[config.mk]
export PLATFORM = sky130hd
export DESIGN_NAME = nn_wr_arbiter_flat
export DESIGN_NICKNAME = d
export VERILOG_FILES = /design/src/rtl/nn_wr_arbiter_if.sv /design/src/rtl/nn_wr_arbiter.sv /design/src/flat_wrapper.sv
export SDC_FILE = /design/constraint.sdc
export NUM_CORES = 1
export LEC_CHECK = 0
export ABC_CLOCK_PERIOD_IN_PS = 1700
export CAP_MARGIN = 10
export CORE_MARGIN = 3
export CORE_UTILIZATION = 30
export DETAILED_ROUTE_END_ITERATION = 8
export DONT_BUFFER_PORTS = 1
export SLEW_MARGIN = 20
export SYNTH_ARGS = -nofsm -noshare
export SYNTH_HDL_FRONTEND = slang
export SYNTH_SLANG_ARGS = --single-unit
[constraint.sdc]
create_clock -name clk -period 1.7 [get_ports clk]
set_input_delay 0 -clock clk [delete_from_list [all_inputs] [get_ports clk]]
set_output_delay 0 -clock clk [all_outputs]
set_load 0.01 [all_outputs]
[src/rtl/nn_wr_arbiter_if.sv]
// Handshake bundle for the write-port arbiter: per-requester AW/W channels on one side,
// the shared bus AW/W channels and the sticky error flag on the other.
interface nn_wr_arbiter_if #(
  parameter int NUM_REQ = 2,
  parameter int ADDR_W  = 28,
  parameter int DATA_W  = 32
);
  logic [NUM_REQ-1:0]          ReqArb_awvalid;
  logic [NUM_REQ*ADDR_W-1:0]   ReqArb_awaddr;
  logic [NUM_REQ*4-1:0]        ReqArb_awlen;
  logic [NUM_REQ*4-1:0]        ReqArb_awuser_id;
  logic [NUM_REQ-1:0]          ReqArb_awuser_ap;
  logic [NUM_REQ*DATA_W-1:0]   ReqArb_wdata;
  logic [NUM_REQ*DATA_W/8-1:0] ReqArb_wstrb;
  logic [NUM_REQ-1:0]          ArbReq_awready;
  logic [NUM_REQ-1:0]          ArbReq_wready;
  logic [NUM_REQ-1:0]          ArbReq_grant;

  logic                        BusArb_awready;
  logic                        BusArb_wready;
  logic                        BusArb_wuser_last;
  logic                        ArbBus_awvalid;
  logic [ADDR_W-1:0]           ArbBus_awaddr;
  logic [3:0]                  ArbBus_awlen;
  logic [3:0]                  ArbBus_awuser_id;
  logic                        ArbBus_awuser_ap;
  logic [DATA_W-1:0]           ArbBus_wdata;
  logic [DATA_W/8-1:0]         ArbBus_wstrb;
  logic                        Arb_err;

  modport slave (
    input  ReqArb_awvalid, ReqArb_awaddr, ReqArb_awlen, ReqArb_awuser_id, ReqArb_awuser_ap,
    input  ReqArb_wdata, ReqArb_wstrb,
    output ArbReq_awready, ArbReq_wready, ArbReq_grant,
    input  BusArb_awready, BusArb_wready, BusArb_wuser_last,
    output ArbBus_awvalid, ArbBus_awaddr, ArbBus_awlen, ArbBus_awuser_id, ArbBus_awuser_ap,
    output ArbBus_wdata, ArbBus_wstrb, Arb_err
  );

  modport master (
    output ReqArb_awvalid, ReqArb_awaddr, ReqArb_awlen, ReqArb_awuser_id, ReqArb_awuser_ap,
    output ReqArb_wdata, ReqArb_wstrb,
    input  ArbReq_awready, ArbReq_wready, ArbReq_grant,
    output BusArb_awready, BusArb_wready, BusArb_wuser_last,
    input  ArbBus_awvalid, ArbBus_awaddr, ArbBus_awlen, ArbBus_awuser_id, ArbBus_awuser_ap,
    input  ArbBus_wdata, ArbBus_wstrb, Arb_err
  );
endinterface

[src/rtl/nn_wr_arbiter.sv]
// Round-robin write-port arbiter: one burst per grant, W path locked to the AW winner until
// its last beat. Pure mux plus sequencer, no data buffering.
module nn_wr_arbiter #(
  parameter int NUM_REQ = 2,
  parameter int ADDR_W  = 28,
  parameter int DATA_W  = 32
) (
  input  logic            clk,
  input  logic            rst_n,
  nn_wr_arbiter_if.slave  arb
);
  localparam int IDX_W  = (NUM_REQ > 1) ? $clog2(NUM_REQ) : 1;
  localparam int STRB_W = DATA_W / 8;

  typedef enum logic [1:0] {S_IDLE, S_AW, S_W} state_t;

  state_t             state;
  logic [NUM_REQ-1:0] grant;
  logic [IDX_W-1:0]   gidx;
  logic [IDX_W-1:0]   rr_ptr;
  logic [IDX_W-1:0]   next_ptr;
  logic [IDX_W-1:0]   pick_idx;
  logic [IDX_W-1:0]   cand;
  logic               pick_vld;
  logic [3:0]         len_q;
  logic [4:0]         beat_cnt;
  logic               err_q;
  logic               last_beat;
  int                 cand_sum;

  // Scan downward from the farthest candidate so the one nearest the pointer wins.
  always_comb begin
    pick_vld = 1'b0;
    pick_idx = '0;
    cand_sum = 0;
    cand     = '0;
    for (int k = NUM_REQ - 1; k >= 0; k--) begin
      cand_sum = int'(rr_ptr) + k;
      if (cand_sum >= NUM_REQ) cand_sum = cand_sum - NUM_REQ;
      cand = IDX_W'(cand_sum);
      if (arb.ReqArb_awvalid[cand]) begin
        pick_vld = 1'b1;
        pick_idx = cand;
      end
    end
  end

  assign next_ptr  = (gidx == IDX_W'(NUM_REQ - 1)) ? '0 : gidx + 1'b1;
  assign last_beat = (beat_cnt == {1'b0, len_q});

  always_ff @(posedge clk or negedge rst_n) begin
    if (!rst_n) begin
      state    <= S_IDLE;
      grant    <= '0;
      gidx     <= '0;
      rr_ptr   <= '0;
      len_q    <= '0;
      beat_cnt <= '0;
      err_q    <= 1'b0;
    end else begin
      case (state)
        S_IDLE: begin
          if (pick_vld) begin
            grant <= NUM_REQ'(1) << pick_idx;
            gidx  <= pick_idx;
            len_q <= arb.ReqArb_awlen[int'(pick_idx)*4 +: 4];
            state <= S_AW;
          end
        end
        S_AW: begin
          if (!arb.ReqArb_awvalid[gidx]) begin
            grant <= '0;
            state <= S_IDLE;
          end else if (arb.BusArb_awready) begin
            beat_cnt <= '0;
            state    <= S_W;
          end
        end
        S_W: begin
          if (arb.BusArb_wready) begin
            // The bus last flag is only audited; the burst length is owned by the latched awlen.
            if (arb.BusArb_wuser_last != last_beat) err_q <= 1'b1;
            if (last_beat) begin
              grant    <= '0;
              rr_ptr   <= next_ptr;
              beat_cnt <= '0;
              state    <= S_IDLE;
            end else begin
              beat_cnt <= beat_cnt + 5'd1;
            end
          end
        end
        default: state <= S_IDLE;
      endcase
    end
  end

  always_comb begin
    arb.ArbBus_awvalid   = 1'b0;
    arb.ArbBus_awaddr    = '0;
    arb.ArbBus_awlen     = '0;
    arb.ArbBus_awuser_id = '0;
    arb.ArbBus_awuser_ap = 1'b0;
    arb.ArbBus_wdata     = '0;
    arb.ArbBus_wstrb     = '0;
    arb.ArbReq_awready   = '0;
    arb.ArbReq_wready    = '0;
    if (state == S_AW) begin
      arb.ArbBus_awvalid       = arb.ReqArb_awvalid[gidx];
      arb.ArbBus_awaddr        = arb.ReqArb_awaddr[int'(gidx)*ADDR_W +: ADDR_W];
      arb.ArbBus_awlen         = arb.ReqArb_awlen[int'(gidx)*4 +: 4];
      arb.ArbBus_awuser_id     = arb.ReqArb_awuser_id[int'(gidx)*4 +: 4];
      arb.ArbBus_awuser_ap     = arb.ReqArb_awuser_ap[gidx];
      arb.ArbReq_awready[gidx] = arb.BusArb_awready;
    end
    if (state == S_W) begin
      arb.ArbBus_wdata        = arb.ReqArb_wdata[int'(gidx)*DATA_W +: DATA_W];
      arb.ArbBus_wstrb        = arb.ReqArb_wstrb[int'(gidx)*STRB_W +: STRB_W];
      arb.ArbReq_wready[gidx] = arb.BusArb_wready;
    end
  end

  assign arb.ArbReq_grant = grant;
  assign arb.Arb_err      = err_q;
endmodule
[src/flat_wrapper.sv]
// flat-port wrapper written by rule: the top's interface ports become plain ports
module nn_wr_arbiter_flat 
#(
  parameter int NUM_REQ = 2,
  parameter int ADDR_W  = 28,
  parameter int DATA_W  = 32
)
  (clk, rst_n, arb_ReqArb_awvalid, arb_ReqArb_awaddr, arb_ReqArb_awlen, arb_ReqArb_awuser_id, arb_ReqArb_awuser_ap, arb_ReqArb_wdata, arb_ReqArb_wstrb, arb_ArbReq_awready, arb_ArbReq_wready, arb_ArbReq_grant, arb_BusArb_awready, arb_BusArb_wready, arb_BusArb_wuser_last, arb_ArbBus_awvalid, arb_ArbBus_awaddr, arb_ArbBus_awlen, arb_ArbBus_awuser_id, arb_ArbBus_awuser_ap, arb_ArbBus_wdata, arb_ArbBus_wstrb, arb_Arb_err);
  nn_wr_arbiter_if #(.NUM_REQ(NUM_REQ), .ADDR_W(ADDR_W), .DATA_W(DATA_W)) arb_i ();
  input  logic clk;
  input  logic rst_n;
  input wire logic [$bits(arb_i.ReqArb_awvalid)-1:0] arb_ReqArb_awvalid;
  input wire logic [$bits(arb_i.ReqArb_awaddr)-1:0] arb_ReqArb_awaddr;
  input wire logic [$bits(arb_i.ReqArb_awlen)-1:0] arb_ReqArb_awlen;
  input wire logic [$bits(arb_i.ReqArb_awuser_id)-1:0] arb_ReqArb_awuser_id;
  input wire logic [$bits(arb_i.ReqArb_awuser_ap)-1:0] arb_ReqArb_awuser_ap;
  input wire logic [$bits(arb_i.ReqArb_wdata)-1:0] arb_ReqArb_wdata;
  input wire logic [$bits(arb_i.ReqArb_wstrb)-1:0] arb_ReqArb_wstrb;
  output wire logic [$bits(arb_i.ArbReq_awready)-1:0] arb_ArbReq_awready;
  output wire logic [$bits(arb_i.ArbReq_wready)-1:0] arb_ArbReq_wready;
  output wire logic [$bits(arb_i.ArbReq_grant)-1:0] arb_ArbReq_grant;
  input wire logic [$bits(arb_i.BusArb_awready)-1:0] arb_BusArb_awready;
  input wire logic [$bits(arb_i.BusArb_wready)-1:0] arb_BusArb_wready;
  input wire logic [$bits(arb_i.BusArb_wuser_last)-1:0] arb_BusArb_wuser_last;
  output wire logic [$bits(arb_i.ArbBus_awvalid)-1:0] arb_ArbBus_awvalid;
  output wire logic [$bits(arb_i.ArbBus_awaddr)-1:0] arb_ArbBus_awaddr;
  output wire logic [$bits(arb_i.ArbBus_awlen)-1:0] arb_ArbBus_awlen;
  output wire logic [$bits(arb_i.ArbBus_awuser_id)-1:0] arb_ArbBus_awuser_id;
  output wire logic [$bits(arb_i.ArbBus_awuser_ap)-1:0] arb_ArbBus_awuser_ap;
  output wire logic [$bits(arb_i.ArbBus_wdata)-1:0] arb_ArbBus_wdata;
  output wire logic [$bits(arb_i.ArbBus_wstrb)-1:0] arb_ArbBus_wstrb;
  output wire logic [$bits(arb_i.Arb_err)-1:0] arb_Arb_err;
  assign arb_i.ReqArb_awvalid = arb_ReqArb_awvalid;
  assign arb_i.ReqArb_awaddr = arb_ReqArb_awaddr;
  assign arb_i.ReqArb_awlen = arb_ReqArb_awlen;
  assign arb_i.ReqArb_awuser_id = arb_ReqArb_awuser_id;
  assign arb_i.ReqArb_awuser_ap = arb_ReqArb_awuser_ap;
  assign arb_i.ReqArb_wdata = arb_ReqArb_wdata;
  assign arb_i.ReqArb_wstrb = arb_ReqArb_wstrb;
  assign arb_ArbReq_awready = arb_i.ArbReq_awready;
  assign arb_ArbReq_wready = arb_i.ArbReq_wready;
  assign arb_ArbReq_grant = arb_i.ArbReq_grant;
  assign arb_i.BusArb_awready = arb_BusArb_awready;
  assign arb_i.BusArb_wready = arb_BusArb_wready;
  assign arb_i.BusArb_wuser_last = arb_BusArb_wuser_last;
  assign arb_ArbBus_awvalid = arb_i.ArbBus_awvalid;
  assign arb_ArbBus_awaddr = arb_i.ArbBus_awaddr;
  assign arb_ArbBus_awlen = arb_i.ArbBus_awlen;
  assign arb_ArbBus_awuser_id = arb_i.ArbBus_awuser_id;
  assign arb_ArbBus_awuser_ap = arb_i.ArbBus_awuser_ap;
  assign arb_ArbBus_wdata = arb_i.ArbBus_wdata;
  assign arb_ArbBus_wstrb = arb_i.ArbBus_wstrb;
  assign arb_Arb_err = arb_i.Arb_err;
  nn_wr_arbiter #(.NUM_REQ(NUM_REQ), .ADDR_W(ADDR_W), .DATA_W(DATA_W)) u_core (.clk(clk), .rst_n(rst_n), .arb(arb_i));
endmodule
==> flow_metrics.py, run 1 <==
metrics = {
    "placement": {
        "place_area_sq_um": 2330,
        "io_buffers": 0,
        "dp_slack_ns": -0.00399,
        "place_hpwl_microns": 5630,
        "gp_congestion": 0.763,
    },
    "layout": {
        "area_delta_synth_final_pct": 16.8,
        "diodes": 0,
        "nets": 425,
        "drive_above_1_share": 0.124,
        "fillCellCount": 688,
        "final_cell_area_sq_um": 2570,
    },
    "setup_path": {
        "cp_slowest_stage_delay_ns": 0.56,
        "critPathCaptureType": "flip-flop",
        "crit_path_top_delay_cell": "dlygate4sd3_1",
        "worst_setup_path_start_kind": "flip-flop",
        "required_ns": 1.81,
        "crit_chain": "o21ai_1 > buf_4 > mux2i_1 > dlygate4sd3_1 > o21ai_0",
        "crit_type": "reg -> reg",
        "regToRegStartpoint": "u_core.rr_ptr",
        "rr_worst_depth": 5,
        "ff2ff_setup_slack_ns": 0.07,
        "cp_data_arrival_time_ns": 1.74,
        "path_max_fanout": 6,
        "timing.rr.end": "u_core.len_q[1]",
    },
    "power": {
        "pwr-share-clk": 0.083,
        "switchingPower_mw": 2.01,
        "internal-power_mw": 2.08,
        "power.density_nw_per_um2": 1590,
        "pwr-share-comb": 0.755,
        "sw_frac_of_total": 0.491,
        "leakage_nw": 1.04,
        "ir_drop_v": 0.000882,
        "p_seq_frac": 0.162,
    },
    "synthesis": {
        "synth_cells": 258,
        "ys_seq_area_frac": 0.182,
        "synth_nets": 416,
        "syn_area_sq_um": 2200,
        "syn-mean-instance-area_sq_um": 8.52,
        "yosysWarnings": 0,
        "netlist-cell-type-count": 30,
        "synth-seq-cells": 16,
        "synth_edf_count": 0,
        "synth_ff_type": "dfrtp_1",
        "async_flop_share": 1.00,
    },
    "cts": {
        "cts.sinks": 16,
        "clk_pin_slew_ns": 0.06,
        "cts_root_buf": "clkbuf_8",
        "cts_max_path_buffers": 2,
        "cts_tree": "done",
        "clkLatencyLatePin_ns": 0.25,
        "numCtsBuffers": 3,
        "cts_max_level": 1,
    },
    "sta": {
        "fmax_mhz": 613,
        "slew_headroom": 0.508,
        "worstMarginPinSlew_ns": 0.736,
        "maxSlewViolCount": 0,
        "grt_setup_unrepaired": "yes",
        "tns_ns": 0,
        "fin_skew_ns": 0.00117,
        "layout_setup_ws_ns": 0.0692,
        "final-setup-viol-count": 0,
        "timing.hold.ws_ns": -0.0253,
        "hold_viol": 1,
        "min_period_ns": 1.63,
        "finalCritPeriodShare": 0.959,
    },
    "grt": {
        "grt_max_degree": 80,
        "grt_pass1_wl_microns": 9840,
        "grt_pass1_vias": 1886,
        "antenna_found_initial": 0,
        "grt_overflow": 0,
        "grt_use_total": 0.142,
    },
    "routing": {
        "post_drt_wl_per_cell_microns": 20.0,
        "drc": 0,
        "vias": 1927,
        "routed_via_density": 5.32,
        "drt_iter0_drc": 38,
        "ant_nets": 0,
        "firstDrtPassIters": 4,
        "wirelength_microns": 7230,
    },
    "die": {
        "chipHeight_microns": 91.6,
        "die_w_microns": 91.6,
        "die-area_sq_um": 8390,
        "io-pin-count": 234,
        "core_sq_um": 6940,
        "rows": 30,
        "initial_core_util": 0.317,
    },
    "min_path": {
        "min_from": "arb_ReqArb_awlen[0]",
        "worstHoldPathCells": 2,
        "hp-class": "in -> reg",
        "min_delay_worst_endpoint": "u_core.len_q[0]",
    },
    "job": {
        "maxCapViolCount": 0,
    },
    "status": {
        "violations": "negative hold slack",
        "status": "finished, violations left",
    },
}
## repair_timing
action,CTS,global route
setup buffers,0,3
gates resized for setup,2,14
pin swaps,0,4
endpoints found under the setup margin,2,71
cloned,0,1
hold buffers,10,0
hold endpoints to repair,22,0
## kinds of logic (layout without fill, tap and decap cells)
logic type | Yosys count | count (layout) | share of synthesized area
AND/OR/NAND/NOR | 100 | 100 | 0.270
multiplexers | 82 | 82 | 0.375
AO/OA/AOI/OAI | 27 | 27 | 0.0808
buffers and inverters | 23 | 31 | 0.0438
flip-flops | 16 | 16 | 0.182
adder cells (fa/ha/maj) | 5 | 5 | 0.0285
XOR/XNOR | 5 | 5 | 0.0199
## critical path, delay by kind of cell (launching register included)
kind	cells	cell delay (ns)
multiplexers	1	0.20
flip-flops	1	0.38
AO/OA/AOI/OAI	2	0.18
buffers and inverters	2	0.74
## power by group through the flow
| stage | sequential [mW] | combinational (mW) | clock [mW] |
|---|---|---|---|
| 5_1_grt | 0.690 | 3.36 | 0.369 |
| 3_5_place_dp | 0.656 | 2.85 | 0 |
| 2_1_floorplan | 0.609 | 2.41 | 0 |
| 4_1_cts | 0.653 | 2.91 | 0.355 |
| 3_3_place_gp | 0.656 | 2.79 | 0 |
| 6_report | 0.665 | 3.09 | 0.340 |
## worst max path at each step
stage                          startpoint  depth (start not counted)  slack [ns]                          to
after floorplan           u_core.state[0]                          6        0.02  u_core.arb.ArbReq_grant[0]
after global routing      u_core.state[0]                          7       -0.05          u_core.beat_cnt[2]
final                       u_core.rr_ptr                          5        0.07             u_core.len_q[1]
after global placement    u_core.state[0]                          7        0.06          u_core.beat_cnt[2]
after CTS                     u_core.gidx                          4        0.02         arb_ArbBus_wdata[4]
after detailed placement  u_core.state[0]                          7      -0.004          u_core.beat_cnt[2]
## cell usage in the layout (no fill, tap or decap), types with 2 or more instances in the layout
cell type / count
clkbuf_8: 4
nor2b_1: 72
a31oi_1: 3
nor2_2: 2
buf_6: 2
nand2_1: 9
dlygate4sd3_1: 8
nand2b_1: 2
nor2_1: 3
o21ai_1: 4
inv_1: 6
mux2i_1: 79
nor3_2: 2
and3_1: 2
buf_4: 9
nand3_1: 2
xnor2_1: 3
dfrtp_1: 15
ha_1: 5
mux2_1: 2
o21ai_0: 10
nor2b_2: 3
## cells in the mapped netlist, types with 3 or more instances
cell type,count,share of area
o21ai_0,12,0.027
a31oi_1,3,0.0085
xnor2_1,4,0.016
nor2_1,5,0.0085
nand2_1,9,0.015
buf_2,8,0.018
dfrtp_1,16,0.18
ha_1,5,0.028
mux2i_1,79,0.36
clkbuf_1,9,0.015
nand3_1,3,0.0068
inv_1,6,0.010
nor2b_1,75,0.21
## routing by layer
layer / share of wire / wire length [microns] / global-route usage
met5: 0 / 0 / 0
met4: 0.0040 / 29 / 0.00754
met3: 0.092 / 666 / 0.0505
met2: 0.51 / 3700 / 0.264
met1: 0.39 / 2830 / 0.163
## metrics by stage
step           utilization  std cells  power (mW)  hold WS (ns)
3_3_place_gp         0.335        346        3.45        -0.295
5_1_grt              0.370        362        4.42      0.000900
3_5_place_dp         0.335        346        3.50        -0.295
4_1_cts              0.359        360        3.92        0.0120
2_1_floorplan            -        258        3.02        -0.296
6_report             0.370        362        4.10       -0.0253
## final cells by class
cell class	count	area [sq um]	share of cell area
inverter	6	22.5	0.00877
tap	96	120	0.0468
clock buffer	4	55.1	0.0214
sequential	16	404	0.157
multi-input combinational	219	1740	0.679
timing repair buffer	21	223	0.0867
## state kept, by name (all words and copies together), names as in the netlist
register and count:
u_core.gidx 1, u_core.arb.Arb_err 1, u_core.rr_ptr 1, u_core.len_q 4, u_core.state 2, u_core.beat_cnt 5, u_core.arb.ArbReq_grant 2
No activity file was read; power rests on OpenSTA's default activity.
==> run 2: changes to the inputs <==
Settings changed: CORE_AREA set to 2 2 92 94, CORE_MARGIN 3 to unset, CORE_UTILIZATION 30 to unset, DIE_AREA set to 0 0 94 96.
==> run 2 against run 1 <==
Against the previous run: the flow now finishes without violations; worst setup slack worse by 0.042 ns; sequential power down 2%; global-route usage down 2.2 points; clock skew up 0.00093 ns; die area up 7.5%; design area up 1.3%; wire length down 11%; via count down 2.8%; largest cell class unchanged.
==> flow_metrics.py, run 2 (same netlist as run 1, synthesis figures left out) <==
metrics = {
    "status": {
        "status": "completed",
    },
    "grt": {
        "antenna_found_initial": 0,
        "grt_max_degree": 80,
        "grt_pass1_wl_microns": 8590,
        "grt_overflow": 0,
        "grt_use_total": 0.120,
        "grt_pass1_vias": 1684,
    },
    "routing": {
        "wirelength_microns": 6450,
        "ant_nets": 0,
        "routed.top_layer": "met4",
        "vias": 1873,
        "routed_via_density": 4.99,
        "drc": 0,
        "wl_met2_microns": 3360,
        "drt_iter0_drc": 54,
        "post_drt_wl_per_cell_microns": 17.2,
        "wl_met3_microns": 489,
        "wl_met1_microns": 2560,
        "firstDrtPassIters": 4,
    },
    "die": {
        "core_sq_um": 8050,
        "rows": 33,
        "initial_core_util": 0.273,
        "io-pin-count": 234,
        "chipHeight_microns": 96,
        "die_w_microns": 94,
        "die-area_sq_um": 9020,
    },
    "sta": {
        "final-setup-viol-count": 0,
        "finalCritPeriodShare": 0.984,
        "tns_ns": 0,
        "slew_headroom": 0.500,
        "fin_skew_ns": 0.00210,
        "min_period_ns": 1.67,
        "hold_viol": 0,
        "grt_setup_unrepaired": "yes",
        "worstMarginPinSlew_ns": 0.748,
        "fmax_mhz": 598,
        "maxSlewViolCount": 0,
    },
    "layout": {
        "layout_common_cells": "mux2i_1, nor2b_1, dfrtp_1, o21ai_0, dlygate4sd3_1",
        "fin_util": 0.323,
        "nets": 429,
        "drive_above_1_share": 0.115,
        "area_delta_synth_final_pct": 18.3,
        "largest_reg_flops": 5,
        "fillCellCount": 804,
        "final_cell_area_sq_um": 2600,
        "diodes": 0,
        "top_register": "u_core.beat_cnt",
        "reg.largest.list": "u_core.beat_cnt (5), u_core.len_q (4)",
        "final_common_cell": "mux2i_1",
    },
    "setup_path": {
        "cp_slowest_stage_delay_ns": 0.45,
        "critPathCaptureType": "flip-flop",
        "crit_type": "reg -> reg",
        "crit_chain": "xnor2_2 > nand3_2 > o31ai_4 > nand4b_2 > mux2_1",
        "cp_data_arrival_time_ns": 1.81,
        "crit_path_top_delay_cell": "dfrtp_2",
        "required_ns": 1.84,
        "path_max_fanout": 5,
        "worst_setup_path_start_kind": "flip-flop",
    },
    "placement": {
        "gp_congestion": 0.807,
        "place_area_sq_um": 2350,
        "io_buffers": 0,
        "place_hpwl_microns": 5200,
    },
    "power": {
        "ir_drop_v": 0.000792,
        "leakage_nw": 1.05,
        "power.density_nw_per_um2": 1540,
    },
    "cts": {
        "clkLatencyLatePin_ns": 0.26,
        "cts_tree": "done",
        "cts.sinks": 16,
        "cts_root_buf": "clkbuf_8",
        "cts_max_path_buffers": 2,
        "cts_max_level": 1,
        "clk_pin_slew_ns": 0.07,
        "numCtsBuffers": 3,
    },
    "job": {
        "maxCapViolCount": 0,
    },
    "min_path": {
        "hp-class": "in -> reg",
    },
}
## run 2: changes by cell type in the layout (fill, tap and decap cells not counted), moves of 2 or more
cell           change
nor3_1             +2
nor3_2             -2
dfrtp_2            +2
o21ai_0            +2
nor2b_2            -2
dlygate4sd3_1      +4
o21ai_1            -2
dfrtp_1            -2
nor2b_1            +2
## run 2: power by group
part / internal, mW / switching, mW
clock network: 0.206 / 0.145
logic: 1.33 / 1.67
registers: 0.524 / 0.129
total: 2.07 / 1.95
## run 2: worst max-delay path: cells and delay by family (launching register included)
kind             cells  cell delay (ns)
AO/OA/AOI/OAI        1             0.29
multiplexers         1             0.34
XOR/XNOR             1             0.18
AND/OR/NAND/NOR      2             0.29
flip-flops           1             0.45
## run 2: cell type report
cell class / count / area (sq um) / area share
clock buffers: 4 / 55.1 / 0.0212
inverters: 6 / 22.5 / 0.00866
multi-input cells: 219 / 1740 / 0.668
flip-flops and latches: 16 / 407 / 0.156
well taps: 105 / 131 / 0.0505
repair buffers: 25 / 249 / 0.0957
## run 2: timing repair
action                                  in CTS  in global routing
endpoints found under the setup margin       1                 62
gates resized for setup                      1                 12
pin swaps                                    0                  3
setup buffers                                0                  2
gates cloned                                 0                  0
hold buffers                                12                  0
hold endpoints to repair                    23                  0
## run 2: worst paths after layout
path | from | endpoint | slack, ns | cells past startpoint
max in group asynchronous | rst_n | u_core.gidx | 0.90 | 1
worst max register to register | u_core.beat_cnt[2] | u_core.arb.ArbReq_grant[1] | 0.03 | 5
worst max-delay path | u_core.beat_cnt[2] | u_core.arb.ArbReq_grant[1] | 0.03 | 5
min in group asynchronous | rst_n | u_core.len_q[2] | 0.25 | 1
worst min-delay path | arb_BusArb_awready | u_core.state[0] | 0.008 | 2
worst min register to register | u_core.len_q[1] | u_core.len_q[1] | 0.51 | 2
## run 2: metal layers
layer | global-route usage | up-vias
met5 | 0 | -
met4 | 0.0242 | 0
met3 | 0.0204 | 3
met2 | 0.214 | 115
met1 | 0.153 | 839
li1 | - | 916
## run 2: per-stage QoR
step / cells / total power [mW] / setup slack, ns / hold WS, ns
2_1_floorplan: 258 / 3.02 / 0.0177 / -0.296
3_3_place_gp: 357 / 3.47 / 0.116 / -0.295
3_5_place_dp: 357 / 3.51 / 0.0172 / -0.295
4_1_cts: 373 / 3.92 / 0.0245 / 0.00458
5_1_grt: 375 / 4.35 / -0.0396 / 0.0264
6_report: 375 / 4.01 / 0.0270 / 0.00816
